**src/rtl/song_scheduler.sv**
```systemverilog
// song_scheduler
//
// Shares the single key_code input of the audio module among NUM_SONGS song
// player modules. Play requests are queued as a pending bit per song and
// granted by fixed priority (index 0 highest). The granted song is first held
// in reset for RESTART_CYCLES so it rewinds, then enabled while its key code
// is forwarded. SILENCE_LIMIT consecutive 8'hf0 codes end the song. A gap of
// silence follows before the next grant.
//
// Ports:
//   clock          system clock, all logic on posedge
//   resetter       synchronous active-high reset
//   play_req       per-song request, a 1 in any cycle queues that song
//   stop           one-cycle abort of the current song (START/PLAY only)
//   song_key_code  key codes from the song modules, song i at [8i+7:8i]
//   song_enable    per-song run line (active-low reset of the song module)
//   key_code       registered key code to the audio module
//   busy           high in START, PLAY and GAP
//   active_song    index of the granted song, holds its value in IDLE
//   done           one-cycle pulse when a song ends by silence
module song_scheduler #(
  parameter int unsigned NUM_SONGS      = 4,
  parameter int unsigned RESTART_CYCLES = 4,
  parameter int unsigned SILENCE_LIMIT  = 4096,
  parameter int unsigned GAP_CYCLES     = 1024,
  parameter bit          PREEMPT        = 1'b1,
  localparam int unsigned AW            = (NUM_SONGS > 1) ? $clog2(NUM_SONGS) : 1
) (
  input  logic                   clock,
  input  logic                   resetter,
  input  logic [NUM_SONGS-1:0]   play_req,
  input  logic                   stop,
  input  logic [8*NUM_SONGS-1:0] song_key_code,
  output logic [NUM_SONGS-1:0]   song_enable,
  output logic [7:0]             key_code,
  output logic                   busy,
  output logic [AW-1:0]          active_song,
  output logic                   done
);

  localparam logic [7:0] SilentCode = 8'hf0;

  // Terminal counts; a zero parameter behaves like one.
  localparam logic [15:0] RestartLast =
      (RESTART_CYCLES > 0) ? 16'(RESTART_CYCLES - 1) : 16'd0;
  localparam logic [15:0] SilenceLast =
      (SILENCE_LIMIT > 0) ? 16'(SILENCE_LIMIT - 1) : 16'd0;
  localparam logic [15:0] GapLast =
      (GAP_CYCLES > 0) ? 16'(GAP_CYCLES - 1) : 16'd0;

  typedef enum logic [1:0] {
    StIdle,
    StStart,
    StPlay,
    StGap
  } state_e;

  state_e               state_q, state_d;
  logic [NUM_SONGS-1:0] pending_q, pending_d;
  logic [AW-1:0]        active_q, active_d;
  logic [15:0]          cnt_q, cnt_d;
  logic [15:0]          silence_q, silence_d;
  logic [7:0]           key_q, key_d;
  logic                 done_q, done_d;

  logic [NUM_SONGS-1:0] grant_mask;
  logic [AW-1:0]        sel_idx;
  logic                 any_pending;
  logic                 preempt_hit;
  logic [7:0]           sel_code;
  logic                 silence_hit;

  // Lowest set index of pending wins.
  always_comb begin
    sel_idx = '0;
    for (int i = NUM_SONGS - 1; i >= 0; i--) begin
      if (pending_q[i]) begin
        sel_idx = AW'(i);
      end
    end
  end

  assign any_pending = |pending_q;

  // The lowest pending index is strictly higher priority than the active song
  // exactly when it is numerically smaller.
  assign preempt_hit = PREEMPT && any_pending && (sel_idx < active_q);

  // Key code of the granted song.
  always_comb begin
    sel_code = SilentCode;
    for (int i = 0; i < NUM_SONGS; i++) begin
      if (active_q == AW'(i)) begin
        sel_code = song_key_code[8*i +: 8];
      end
    end
  end

  assign silence_hit = (sel_code == SilentCode);

  // State register.
  always_ff @(posedge clock) begin
    if (resetter) begin
      state_q   <= StIdle;
      pending_q <= '0;
      active_q  <= '0;
      cnt_q     <= '0;
      silence_q <= '0;
      key_q     <= SilentCode;
      done_q    <= 1'b0;
    end else begin
      state_q   <= state_d;
      pending_q <= pending_d;
      active_q  <= active_d;
      cnt_q     <= cnt_d;
      silence_q <= silence_d;
      key_q     <= key_d;
      done_q    <= done_d;
    end
  end

  // Next-state logic. Event priority: stop, preempt, silence end.
  always_comb begin
    state_d    = state_q;
    active_d   = active_q;
    cnt_d      = cnt_q;
    silence_d  = '0;
    done_d     = 1'b0;
    grant_mask = '0;

    unique case (state_q)
      StIdle: begin
        if (any_pending) begin
          grant_mask = NUM_SONGS'(1) << sel_idx;
          active_d   = sel_idx;
          state_d    = StStart;
          cnt_d      = '0;
        end
      end

      StStart: begin
        if (stop) begin
          state_d = StGap;
          cnt_d   = '0;
        end else if (preempt_hit) begin
          grant_mask = NUM_SONGS'(1) << sel_idx;
          active_d   = sel_idx;
          cnt_d      = '0;
        end else if (cnt_q == RestartLast) begin
          state_d = StPlay;
          cnt_d   = '0;
        end else begin
          cnt_d = cnt_q + 16'd1;
        end
      end

      StPlay: begin
        if (silence_hit) begin
          silence_d = (silence_q == 16'hffff) ? silence_q : silence_q + 16'd1;
        end
        if (stop) begin
          state_d = StGap;
          cnt_d   = '0;
        end else if (preempt_hit) begin
          grant_mask = NUM_SONGS'(1) << sel_idx;
          active_d   = sel_idx;
          state_d    = StStart;
          cnt_d      = '0;
        end else if (silence_hit && (silence_q == SilenceLast)) begin
          // This cycle is the SILENCE_LIMIT-th consecutive silent code.
          state_d = StGap;
          cnt_d   = '0;
          done_d  = 1'b1;
        end
      end

      StGap: begin
        if (cnt_q == GapLast) begin
          state_d = StIdle;
          cnt_d   = '0;
        end else begin
          cnt_d = cnt_q + 16'd1;
        end
      end

      default: begin
        state_d = StIdle;
      end
    endcase
  end

  // A request for the song granted this cycle survives the clear and replays.
  assign pending_d = (pending_q & ~grant_mask) | play_req;

  // Outputs.
  always_comb begin
    song_enable = '0;
    if (state_q == StPlay) begin
      song_enable = NUM_SONGS'(1) << active_q;
    end
    busy = (state_q != StIdle);
    // Only forward a note when PLAY continues, so no note lingers into START or GAP.
    key_d = ((state_q == StPlay) && (state_d == StPlay)) ? sel_code : SilentCode;
  end

  assign key_code    = key_q;
  assign active_song = active_q;
  assign done        = done_q;

endmodule

```
**config.mk**
```make
export PLATFORM = sky130hd
export DESIGN_NAME = song_scheduler
export DESIGN_NICKNAME = d
export VERILOG_FILES = /design/src/rtl/song_scheduler.sv
export SDC_FILE = /design/constraint.sdc
export NUM_CORES = 1
export LEC_CHECK = 0
export CORE_UTILIZATION = 45
export CTS_CLUSTER_DIAMETER = 60
export CTS_CLUSTER_SIZE = 10
export DETAILED_ROUTE_END_ITERATION = 7
export GPL_ROUTABILITY_DRIVEN = 0
export PLACE_DENSITY = 0.72
export SLEW_MARGIN = 20
export SYNTH_ARGS = -nofsm -noshare
export SYNTH_HDL_FRONTEND = slang
export SYNTH_SLANG_ARGS = --single-unit
export TNS_END_PERCENT = 10
```
**constraint.sdc**
```tcl
create_clock -name clock -period 3.1 [get_ports clock]
set_input_delay 0.465 -clock clock [delete_from_list [all_inputs] [get_ports clock]]
set_output_delay 0.465 -clock clock [all_outputs]
set_load 0.02 [all_outputs]
```
==> impl_metrics.json <==
{
  "status": "complete, no violations",
  "utilization_pct": 60.66,
  "synth_most_common_cell": "dfxtp_1",
  "port_buffers": 54,
  "ys_ff_latch": 49,
  "p_leak_nw": 1.139,
  "postRouteWirelength_mm": 5.743,
  "synth_area_um2": 2614,
  "wire_per_inst_um": 13.74,
  "cp_data_required_time_ns": 3.28,
  "clk_pin_slew_ns": 0.09,
  "ys_seq_area_share_pct": 37.53,
  "cts_sinks": 49,
  "first_global_vias": 2114,
  "synth.net_count": 332,
  "yosysTopAreaCellShare_pct": 37.53,
  "synth_common_cells": "dfxtp_1, nor2_1, nand2_1",
  "initial_core_util_pct": 47.18,
  "rows": 27,
  "r2r_start": "active_song[0]",
  "grt_max_degree": 17,
  "netlist_instances": 285,
  "min_to": "pending_q[3]",
  "tightest_slew_ns": 0.5371,
  "root_buffer": "clkbuf_8",
  "fin_skew_ns": 0.004944,
  "finalSetupViolations": 0,
  "cts_buffers": 5,
  "cts_tree": "done",
  "grt_pass1_wl_mm": 9.735,
  "ir_worst_vdd_mv": 0.2389,
  "fmax_mhz": 361.0,
  "synthDistinctLibCells": 54,
  "grt_use_total_pct": 20.44,
  "rrSetupSlack_ns": 0.33,
  "synthTopCellsByArea": "dfxtp_1, mux4_2, nor2_1",
  "worstPathArrival_ns": 2.95,
  "rr_worst_depth": 7,
  "placed_area_um2": 3264,
  "vias_per_cell": 5.385,
  "min_from": "pending_q[3]",
  "fin_crit_sh_pct": 89.35,
  "ctsHoldBuffers": 0,
  "finish.instance_area_um2": 3361,
  "crit_path_end_kind": "flip-flop",
  "place_hpwl_mm": 4.492,
  "antenna_found_initial": 0,
  "synth_async_sr_flop_share_pct": 0,
  "pre_cts_slack_ns": 0.1183,
  "clkLatencyLatePin_ns": 0.30,
  "reg2reg_to": "key_code[7]",
  "whs_path_depth": 2,
  "fin_nets": 392,
  "synth_edf_count": 0,
  "fp.dieArea_um2": 6117,
  "ctsLongestPathBuffers": 2,
  "rsz0062_at_grt": "no",
  "die_y_um": 78.21,
  "setup_tns_ns": 0,
  "nFillCells": 506,
  "max-slew-margin-rel_pct": 63.63,
  "syn_area_per_cell_um2": 9.171,
  "io_pins": 55,
  "hp-class": "reg -> reg",
  "synth_top_area_cell": "dfxtp_1",
  "cap_viol_max_count": 0,
  "final_layout_size_suffix_gt1_share_pct": 10.40,
  "core_um2": 5540,
  "grt_overflow": 0,
  "start_kind": "flip-flop",
  "drc": 0,
  "layout.cells.non_filler": 418,
  "ant_nets": 0,
  "hold_viol": 0,
  "layout-area-overhead-vs-synth_pct": 28.58,
  "firstDrtPassIters": 4,
  "layout_setup_ws_ns": 0.3301,
  "crit_start": "active_song[0]",
  "vias": 2251,
  "die-width_um": 78.21,
  "cp_max_fo": 9,
  "ys.flop_type": "dfxtp_1",
  "yosysWarnings": 0,
  "dp.cells": 410,
  "powerDensity_nw_per_um2": 427.8,
  "cts-resized-gates": 0,
  "period_needed_ns": 2.770,
  "h-tree-depth": 2,
  "first_iter_violations": 68,
  "maxSlewViolCount": 0,
  "post-cts-setup-buffers": 0,
  "path_class": "reg -> reg",
  "antennaDiodeCount": 0
}
metal layers:
| metal | vias up | routed length [um] | GRT usage, % |
|---|---|---|---|
| met1 | 1052 | 2677 | 26.74 |
| met2 | 42 | 2679 | 32.02 |
| met3 | 15 | 220 | 4.186 |
| li1 | 1142 | - | - |
| met5 | - | 0 | 0 |
| met4 | 0 | 166 | 10.00 |
logic make-up after synthesis:
kind of cell / after synthesis / share of synthesized area [%]
AND/OR/NAND/NOR: 129 / 27.00
adder cells (fa/ha/maj): 8 / 3.830
buffers and inverters: 23 / 4.021
AO/OA/AOI/OAI: 41 / 11.49
multiplexers: 12 / 8.425
flip-flops: 49 / 37.53
XOR/XNOR: 23 / 7.707
state kept, by name, indices dropped and copies added (netlist names):
register,flops
done,1
pending_q,4
silence_q,16
cnt_q,16
active_song,2
state_q,2
key_code,8
critical path: stages, from the launching register on:
cell	delay (ns)
dfxtp_1	0.60
buf_4	0.25
mux4_2	0.54
and4_1	0.27
nand4_4	0.17
nand4_1	0.11
o221a_2	0.20
or4_1	0.51
placed cells by master (no fill, tap or decap), types with 4 or more instances in the layout:
cell type and count:
dfxtp_1 49, nand3_1 13, a21oi_1 11, clkdlybuf4s50_1 54, nor4_1 4, nor4b_1 5, xnor2_1 9, inv_1 14
o21ai_0 6, buf_4 7, ha_1 8, xor2_1 14, a211oi_1 4, nand4_1 6, mux4_2 8, clkbuf_8 6
nand2_1 18, mux2i_1 4, nor3_1 7, nor2_1 46, or4_1 4
through the flow:
stage	hold slack (ns)	power, mW
floorplan	0.4583	0.9279
global placement	0.4803	1.054
detailed placement	0.5027	1.060
CTS	0.5156	1.458
global route	0.5505	1.523
finish	0.5161	1.438
where the power goes:
part	leakage [nW]	internal, mW	switching, mW
registers	0.397	0.645	0.0318
clock network	0.0512	0.181	0.212
logic	0.691	0.188	0.179
total	1.14	1.01	0.423
worst max path at each step:
| stage | to | slack (ns) | depth (start not counted) |
|---|---|---|---|
| CTS | key_code[7] | 0.29 | 7 |
| detailed placement | cnt_q[6] | 0.12 | 9 |
| finish | key_code[7] | 0.33 | 7 |
| global route | key_code[5] | 0.16 | 7 |
| floorplan | key_code[4] | 0.38 | 9 |
| global placement | cnt_q[3] | 0.20 | 9 |
final cells by class:
| cell class | instances | area (um2) | area share (%) |
|---|---|---|---|
| clock buffer | 6 | 82.58 | 2.457 |
| sequential | 49 | 980.9 | 29.19 |
| timing repair buffer | 62 | 613.1 | 18.24 |
| clock inverter | 2 | 13.76 | 0.4095 |
| inverter | 14 | 52.55 | 1.564 |
| tap | 72 | 90.09 | 2.681 |
| multi-input combinational | 213 | 1528 | 45.46 |
No activity file was read; power rests on OpenSTA's default activity.
